**src/rtl/msf_pkg.sv**
```systemverilog
// rtl/msf_pkg.sv - shared MSF timing defaults and derivation helpers
package msf_pkg;

    localparam int CLK_FREQ_DEF = 12500;
    localparam int BIT_RATE_DEF = 10;

    // How a filtered edge is treated by the phase tracker.
    typedef enum logic [1:0] {
        EDGE_NONE    = 2'd0,
        EDGE_ON_TIME = 2'd1,
        EDGE_REJECT  = 2'd2,
        EDGE_RESYNC  = 2'd3
    } edge_class_e;

    function automatic int calc_period(input int clk_freq, input int bit_rate);
        return clk_freq / bit_rate;
    endfunction

    function automatic int calc_centre(input int period);
        return period / 2;
    endfunction

endpackage

```
**src/rtl/msf_bit_sampler_mv_glitch_filter.sv**
```systemverilog
// rtl/msf_bit_sampler_mv_glitch_filter.sv - 2-flop synchroniser plus stable-count deglitcher
module msf_bit_sampler_mv_glitch_filter #(
    parameter int GLITCH_LEN = 4
) (
    input  logic clk_i,
    input  logic rst_i,
    input  logic data_i,
    output logic level_o,
    output logic edge_o
);

    localparam int CNT_W = (GLITCH_LEN > 1) ? $clog2(GLITCH_LEN + 1) : 1;
    localparam logic [CNT_W-1:0] CNT_LAST = CNT_W'(GLITCH_LEN - 1);

    logic             sync1_q, sync1_d;
    logic             sync2_q, sync2_d;
    logic             level_q, level_d;
    logic             edge_q, edge_d;
    logic [CNT_W-1:0] cnt_q, cnt_d;

    // Accept a new level only after it has differed for GLITCH_LEN consecutive clocks.
    always_comb begin
        sync1_d = data_i;
        sync2_d = sync1_q;
        level_d = level_q;
        edge_d  = 1'b0;
        cnt_d   = '0;
        if (sync2_q != level_q) begin
            if (cnt_q == CNT_LAST) begin
                level_d = sync2_q;
                edge_d  = 1'b1;
            end else begin
                cnt_d = cnt_q + CNT_W'(1);
            end
        end
    end

    // Synchroniser and filter state.
    always_ff @(posedge clk_i or posedge rst_i) begin
        if (rst_i) begin
            sync1_q <= 1'b0;
            sync2_q <= 1'b0;
            level_q <= 1'b0;
            edge_q  <= 1'b0;
            cnt_q   <= '0;
        end else begin
            sync1_q <= sync1_d;
            sync2_q <= sync2_d;
            level_q <= level_d;
            edge_q  <= edge_d;
            cnt_q   <= cnt_d;
        end
    end

    assign level_o = level_q;
    assign edge_o  = edge_q;

endmodule

```
**src/rtl/msf_bit_sampler_mv.sv**
```systemverilog
// rtl/msf_bit_sampler_mv.sv - MSF bit sampler with phase tracking, majority vote and lock
module msf_bit_sampler_mv
    import msf_pkg::*;
#(
    parameter int CLK_FREQ     = CLK_FREQ_DEF,
    parameter int BIT_RATE     = BIT_RATE_DEF,
    parameter int N_VOTES      = 5,
    parameter int VOTE_SPACING = 8,
    parameter int GLITCH_LEN   = 4,
    parameter int EDGE_TOL     = 25,
    parameter int LOCK_EDGES   = 4
) (
    input  logic clk_i,
    input  logic rst_i,
    input  logic data_i,
    output logic bit_o,
    output logic valid_o,
    output logic unanimous_o,
    output logic locked_o,
    output logic edge_err_o
);

    localparam int PERIOD   = calc_period(CLK_FREQ, BIT_RATE);
    localparam int CENTRE   = calc_centre(PERIOD);
    localparam int HALF_W   = N_VOTES / 2;
    localparam int FIRST_PH = CENTRE - HALF_W * VOTE_SPACING;
    localparam int LAST_PH  = CENTRE + HALF_W * VOTE_SPACING;
    localparam int PH_W     = $clog2(PERIOD);
    localparam int ACC_W    = $clog2(N_VOTES + 1);
    localparam int LCK_W    = $clog2(LOCK_EDGES + 1);

    localparam logic [PH_W-1:0]  PH_MAX    = PH_W'(PERIOD - 1);
    localparam logic [PH_W-1:0]  PH_LAST   = PH_W'(LAST_PH);
    localparam logic [PH_W-1:0]  PH_TOL_LO = PH_W'(EDGE_TOL);
    localparam logic [PH_W-1:0]  PH_TOL_HI = PH_W'(PERIOD - EDGE_TOL);
    localparam logic [ACC_W-1:0] ACC_HALF  = ACC_W'(HALF_W);
    localparam logic [ACC_W-1:0] ACC_ALL   = ACC_W'(N_VOTES);
    localparam logic [LCK_W-1:0] LOCK_MAX  = LCK_W'(LOCK_EDGES);

    // Parameter sanity: the vote window must sit clear of both on-time edge windows.
    if ((N_VOTES % 2) == 0 || N_VOTES < 1 || N_VOTES > 15) begin : g_bad_votes
        $error("N_VOTES must be odd and within 1..15");
    end
    if ((N_VOTES - 1) * VOTE_SPACING >= PERIOD - 2 * EDGE_TOL) begin : g_bad_window
        $error("vote window does not fit between edge windows");
    end
    if (EDGE_TOL >= FIRST_PH) begin : g_bad_tol
        $error("EDGE_TOL overlaps the first vote sample");
    end
    if (GLITCH_LEN < 1) begin : g_bad_glitch
        $error("GLITCH_LEN must be at least 1");
    end

    logic level_w;
    logic edge_w;

    msf_bit_sampler_mv_glitch_filter #(
        .GLITCH_LEN(GLITCH_LEN)
    ) u_filter (
        .clk_i  (clk_i),
        .rst_i  (rst_i),
        .data_i (data_i),
        .level_o(level_w),
        .edge_o (edge_w)
    );

    logic [PH_W-1:0]  ph_q, ph_d;
    logic [ACC_W-1:0] acc_q, acc_d;
    logic [ACC_W-1:0] ones_w;
    logic [LCK_W-1:0] lock_cnt_q, lock_cnt_d;
    logic             bit_q, bit_d;
    logic             valid_q, valid_d;
    logic             unan_q, unan_d;
    logic             locked_q, locked_d;
    logic             edge_err_q, edge_err_d;
    logic             is_sample;
    edge_class_e      edge_cls;

    // Detect vote sample points and classify the current filtered edge against bit phase.
    always_comb begin
        is_sample = 1'b0;
        for (int k = 0; k < N_VOTES; k++) begin
            if (ph_q == PH_W'(FIRST_PH + k * VOTE_SPACING)) begin
                is_sample = 1'b1;
            end
        end
        edge_cls = EDGE_NONE;
        if (edge_w) begin
            if (ph_q <= PH_TOL_LO || ph_q >= PH_TOL_HI) begin
                edge_cls = EDGE_ON_TIME;
            end else if (locked_q) begin
                edge_cls = EDGE_REJECT;
            end else begin
                edge_cls = EDGE_RESYNC;
            end
        end
    end

    // Next phase, vote accumulation, output bit and lock tracking.
    always_comb begin
        logic zero_ph;
        zero_ph    = (ph_q == PH_MAX) || (edge_cls == EDGE_ON_TIME) || (edge_cls == EDGE_RESYNC);
        ph_d       = zero_ph ? '0 : ph_q + PH_W'(1);
        ones_w     = acc_q + ACC_W'(is_sample && level_w);
        acc_d      = zero_ph ? '0 : (is_sample ? ones_w : acc_q);

        // A resync on the last sample throws the whole window away.
        valid_d    = (ph_q == PH_LAST) && !zero_ph;
        bit_d      = bit_q;
        unan_d     = unan_q;
        if (valid_d) begin
            bit_d  = (ones_w > ACC_HALF);
            unan_d = (ones_w == '0) || (ones_w == ACC_ALL);
        end

        lock_cnt_d = lock_cnt_q;
        edge_err_d = 1'b0;
        case (edge_cls)
            EDGE_ON_TIME: begin
                if (lock_cnt_q != LOCK_MAX) begin
                    lock_cnt_d = lock_cnt_q + LCK_W'(1);
                end
            end
            EDGE_REJECT, EDGE_RESYNC: begin
                lock_cnt_d = '0;
                edge_err_d = 1'b1;
            end
            default: ;
        endcase
        locked_d = (lock_cnt_d == LOCK_MAX);
    end

    // Tracker and output registers.
    always_ff @(posedge clk_i or posedge rst_i) begin
        if (rst_i) begin
            ph_q       <= '0;
            acc_q      <= '0;
            lock_cnt_q <= '0;
            bit_q      <= 1'b0;
            valid_q    <= 1'b0;
            unan_q     <= 1'b0;
            locked_q   <= 1'b0;
            edge_err_q <= 1'b0;
        end else begin
            ph_q       <= ph_d;
            acc_q      <= acc_d;
            lock_cnt_q <= lock_cnt_d;
            bit_q      <= bit_d;
            valid_q    <= valid_d;
            unan_q     <= unan_d;
            locked_q   <= locked_d;
            edge_err_q <= edge_err_d;
        end
    end

    assign bit_o       = bit_q;
    assign valid_o     = valid_q;
    assign unanimous_o = unan_q;
    assign locked_o    = locked_q;
    assign edge_err_o  = edge_err_q;

endmodule

```
**config.mk**
```make
export PLATFORM = sky130hd
export DESIGN_NAME = msf_bit_sampler_mv
export DESIGN_NICKNAME = d
export VERILOG_FILES = /design/src/rtl/msf_pkg.sv /design/src/rtl/msf_bit_sampler_mv_glitch_filter.sv /design/src/rtl/msf_bit_sampler_mv.sv
export SDC_FILE = /design/constraint.sdc
export NUM_CORES = 1
export LEC_CHECK = 0
export ABC_CLOCK_PERIOD_IN_PS = 4050
export BUFFER_PORTS_ARGS = -buffer_cell sky130_fd_sc_hd__buf_4
export CAP_MARGIN = 20
export CORE_MARGIN = 1.5
export CORE_UTILIZATION = 30
export DETAILED_ROUTE_END_ITERATION = 8
export HOLD_SLACK_MARGIN = 0.12
export PLACE_DENSITY_LB_ADDON = 0.08
export SLEW_MARGIN = 20
export SYNTH_ARGS = -nofsm -noshare
export SYNTH_HDL_FRONTEND = slang
export SYNTH_HIERARCHICAL = 1
export SYNTH_SLANG_ARGS = --single-unit
```
**constraint.sdc**
```tcl
create_clock -name clk_i -period 4.05 [get_ports clk_i]
set_input_delay 0.2025 -clock clk_i [delete_from_list [all_inputs] [get_ports clk_i]]
set_output_delay 0.2025 -clock clk_i [all_outputs]
set_load 0.1 [all_outputs]
```
Word level (Yosys, flattened, before mapping)
Cells that the tools add are included.
{"block": "totals", "register_bits": 29, "in_bits": 3, "output_inout_bits": 5, "word_cells": 63}
{"block": "op_classes", "add_sub_neg": 4, "order_cmp": 3, "n_eq_ne": 14, "n_mux": 18, "n_reduce_logical": 11}
{"operator": "equality test 11 x 10 -> 1 bit (second input constant)", "n": 5}
{"operator": "2-to-1 mux 3 bit", "n": 5}
{"operator": "adder 11 x 1 -> 11 bit (second input constant)", "n": 1}
{"operator": "equality test 11 bit (second input constant)", "n": 1}
{"operator": "greater-or-equal comparator 11 bit (second input constant)", "n": 1}
{"operator": "<= comparator 11 x 5 -> 1 bit (second input constant)", "n": 1}
{"operator": "2-to-1 mux 11 bit", "n": 1}
{"operator": "2-to-1 mux 1 bit", "n": 9}
{"operator": "adder 3 x 1 -> 3 bit (second input constant)", "n": 2}
{"operator": "equality test 3 bit (second input constant)", "n": 2}
{"operator": "one-hot mux 3 bit (2 select lines)", "n": 1}
{"operator": "equality test 2 bit (second input constant)", "n": 2}
{"operator": "logical OR 1 bit", "n": 4}
{"operator": "2-to-1 mux 2 bit", "n": 2}
{"operator": "adder 3 x 1 -> 3 bit", "n": 1}
{"operator": "equality test 3 x 2 -> 1 bit (second input constant)", "n": 1}
{"operator": "greater-than comparator 3 x 2 -> 1 bit (second input constant)", "n": 1}
{"operator": "logical NOT 3 bit", "n": 1}
{"operator": "inequality test 3 bit (second input constant)", "n": 1}
{"operator": "equality test 2 x 1 -> 1 bit (second input constant)", "n": 1}
{"operator": "logical AND 1 bit", "n": 2}
{"operator": "AND reduction 2 bit", "n": 1}
{"operator": "nonzero test 2 bit", "n": 1}
{"operator": "OR reduction 2 bit", "n": 1}
{"operator": "2 further kinds", "n": 2}

Depth between registers and ports, before layout
{"block": "depth", "word_depth": 10, "ltp_mapped": 12}

Cells and area by module
The synthesis kept the hierarchy.
{"module": "msf_bit_sampler_mv", "instances": 1, "cells_each": 136, "area_per_inst_um2": 1353.8}
{"module": "msf_bit_sampler_mv_glitch_filter", "instances": 1, "cells_each": 16, "area_per_inst_um2": 251.5}

Worst setup path before layout
No wires, ideal clock.
{"block": "synth_timing", "path_kind": "reg2reg", "start": "register ph_q[0]", "end": "register unan_q (netlist: unanimous_o)", "arrival_time_ns": 2.286, "required_time_ns": 3.922, "setup_slack_ns": 1.635, "path_stages_with_launch": 12, "n_path_buf": 1, "synth_period_minus_slack_ns": 2.415, "cell_sequence": "dfrtp_1 -> ha_1 -> nor2b_1 -> and3_2 -> buf_2 -> and3_1 -> ha_1 -> ha_1 -> xnor2_1 -> xnor2_1 -> nor2_1 -> mux2_1"}
{"block": "synth_via", "elab_chain_len": 10}
{"item": "start: declaration", "line": "msf_bit_sampler_mv.sv:67", "text": "logic [PH_W-1:0] ph_q, ph_d;"}
{"item": "start signal: assignment", "line": "msf_bit_sampler_mv.sv:145", "text": "ph_q <= ph_d;"}
{"item": "equality test 11 x 10 -> 1 bit", "line": "msf_bit_sampler_mv.sv:83", "text": "if (ph_q == PH_W'(FIRST_PH + k * VOTE_SPACING)) begin"}
{"item": "2-to-1 mux 1 bit (5 in series)", "line": "msf_bit_sampler_mv.sv:83"}
{"item": "logical AND 1 bit", "line": "msf_bit_sampler_mv.sv:104", "text": "ones_w = acc_q + ACC_W'(is_sample && level_w);"}
{"item": "adder 3 x 1 -> 3 bit", "line": "msf_bit_sampler_mv.sv:104"}
{"item": "equality test 3 bit / logical NOT 3 bit (equally long branches)", "line": "msf_bit_sampler_mv.sv:113", "text": "unan_d = (ones_w == '0) || (ones_w == ACC_ALL);"}
{"item": "logical OR 1 bit", "line": "msf_bit_sampler_mv.sv:113"}
{"item": "end signal: assignment", "line": "msf_bit_sampler_mv.sv:150", "text": "unan_q <= unan_d;"}
{"item": "end: declaration", "line": "msf_bit_sampler_mv.sv:73", "text": "logic unan_q, unan_d;"}
Several ways; a longest one is shown, not always the timed one.
A chain may end at the register's enable or synchronous reset.

Worst setup path in the final report
{"block": "layout_timing", "start": "register ph_q[7]", "end": "register unan_q (netlist: unanimous_o)"}
Same word-level chain as after synthesis.

==> flow_summary.json <==
{
  "grt-ovfl-total": 0,
  "synth-seq-cells": 29,
  "ant_nets": 0,
  "final_common_cell": "dfrtp_1",
  "die_area_sq_mm": 0.00580,
  "synth_edf_count": 0,
  "reg2reg_depth": 9,
  "fmax_mhz": 390,
  "min_period_ns": 2.56,
  "setup_tns_ns": 0,
  "status": "finished clean",
  "grt_max_degree": 23,
  "port_buffers": 7,
  "via_per_inst": 4.88,
  "worst_slack_ns": 1.49,
  "cp.required_ns": 4.21,
  "drc": 0,
  "leakage_nw": 0.815,
  "die_w_um": 76.2,
  "place_congestion": 0.759,
  "synthArstFlopShare": 1.00,
  "grt_pass1_wl_um": 5400,
  "clk-insertion-delay-late_ns": 0.28,
  "fin_util": 0.355,
  "cts-root-buf": "clkbuf_8",
  "maxSlewHeadroom": 0.399,
  "synth-seq-area-share": 0.452,
  "wire_per_inst_um": 13.0,
  "dp_hpwl_um": 2180,
  "end_kind": "flip-flop",
  "startpoint_type": "flip-flop",
  "fin_nets": 171,
  "synth_flop_cell": "dfrtp_1",
  "p_per_area_mw_per_mm2": 575,
  "via_count": 1132,
  "fin_skew_ns": 0.00582,
  "cts_tree": "yes",
  "cap_violations": 0,
  "min_delay_path_depth": 0,
  "syn_nets": 162,
  "fp-row-count": 26,
  "path_class": "reg2reg",
  "fin_crit_sh": 0.633,
  "grtUsageTotal": 0.117,
  "syn2layout_area_growth_pct": 13.8,
  "finalPower_mw": 1.05,
  "ys_warn_count": 6,
  "cts.clk_slew.worst_paths_ns": 0.06,
  "drive_gt1_frac": 0.185,
  "dp.cells": 222,
  "rsz0062_at_grt": "no",
  "layout_common_cells": "dfrtp_1, nor3_1, xnor2_1",
  "peakVddDrop_uv": 179,
  "tightest_slew_ns": 0.900,
  "pre_cts_ws_ns": 1.49,
  "drt_iter0_markers": 30,
  "reg2reg_slack_ns": 1.49,
  "regToRegEndpoint": "unanimous_o",
  "cts_buffers": 5,
  "fin_hold_ws_ns": 0.359,
  "finalHoldViolCount": 0,
  "core_area_sq_mm": 0.00514,
  "dpl-instance-area_sq_mm": 0.00169,
  "ioPinCount": 8,
  "instances_no_fill": 232,
  "netlist_area_sq_mm": 0.00161,
  "start_util": 0.312,
  "reg2reg_from": "ph_q[7]",
  "wl_um": 3020,
  "drtPass1Iterations": 4,
  "holdPathEnd": "u_filter/sync2_q",
  "cp.arrival_ns": 2.73,
  "clkSinkCount": 29,
  "design_area_sq_mm": 0.00183,
  "die_h_um": 76.2,
  "timing.final.setup_violations": 0,
  "syn-instance-count": 152,
  "hold_path.class": "reg2reg",
  "antenna_found_initial": 0,
  "synth_cell_types": 46,
  "holdCritStartpoint": "u_filter/sync1_q",
  "cp_max_fo": 10,
  "htreeDepth": 2,
  "cts_buffer_depth": 2,
  "grt_pass1_vias": 1147,
  "post_cts_buffers": 0,
  "n_antenna_cell": 0,
  "syn_avg_cell_area_sq_um": 10.6,
  "maxSlewViolCount": 0
}
-- what timing repair did --
action | in CTS | in global routing
hold buffers | 2 | 0
resized for setup | 0 | 0
hold endpoints to repair | 8 | 0
-- worst max-delay path, stage by stage, from the launching register on --
cell and delay, ns:
dfrtp_1 0.55, or4b_4 0.55, o22ai_4 0.21, and3_1 0.18, ha_1 0.13, ha_1 0.19
xnor2_1 0.17, xnor2_1 0.14, nor2_1 0.05, mux2_1 0.27
-- cell families (layout without fill, tap and decap cells) --
kind of cell | count (synthesis) | in the layout | share of synthesized area
buffers and inverters | 16 | 26 | 0.0553
muxes | 5 | 5 | 0.0335
xor gates and xnor gates | 12 | 12 | 0.0655
and+or+nand+nor | 63 | 63 | 0.224
adders and majority gates | 7 | 7 | 0.0546
AOI/OAI and AO/OA | 20 | 20 | 0.115
DFF | 29 | 29 | 0.452
-- metal layers --
metal / vias to the layer above / share of wire / GRT usage
met5: - / 0 / 0
met4: 0 / 0.018 / 0.0500
met3: 8 / 0.030 / 0.0359
met2: 15 / 0.47 / 0.190
met1: 546 / 0.48 / 0.145
li1: 563 / - / -
-- cell usage after synthesis (3+ instances only) --
cell type	count	share of area
nor3_1	16	0.050
nor3b_1	3	0.014
ha_1	7	0.055
nand4_1	5	0.019
inv_1	9	0.021
o21ai_0	3	0.0094
dfrtp_1	29	0.45
nand3_1	9	0.028
nor2_1	5	0.012
nand2_1	10	0.023
buf_6	3	0.021
xnor2_1	11	0.060
-- how the worst max path moves through the flow --
stage	from	cells past startpoint	to
2_1_floorplan	ph_q[0]	11	unanimous_o
3_3_place_gp	ph_q[7]	9	unanimous_o
3_5_place_dp	ph_q[7]	9	unanimous_o
4_1_cts	ph_q[7]	9	unanimous_o
5_1_grt	ph_q[7]	9	unanimous_o
6_report	ph_q[7]	9	unanimous_o
-- where the power goes --
group / internal [mW] / total (mW) / switching, mW / leakage [nW]
logic: 0.127 / 0.295 / 0.168 / 0.374
clock network: 0.200 / 0.309 / 0.109 / 0.0585
registers: 0.355 / 0.447 / 0.0917 / 0.383
total: 0.682 / 1.05 / 0.369 / 0.815
-- area by class of cell --
type,instances,area [sq um]
Multi-Input combinational cell,107,791
Sequential cell,29,726
Clock buffer,7,86.3
Fill cell,552,3310
Tap cell,70,87.6
Timing Repair Buffer,9,72.6
Inverter,9,33.8
Clock inverter,1,30.0
-- state kept, by name, summed over array words and instances, names as in the netlist --
signal and flops:
u_filter/sync2_q 1, u_filter/sync1_q 1, lock_cnt_q 3, locked_o 1, u_filter/level_o 1, u_filter/edge_o 1, ph_q 11, edge_err_o 1
unanimous_o 1, u_filter/cnt_q 3, valid_o 1, acc_q 3, bit_o 1
Power figures use the tool's default switching activity.
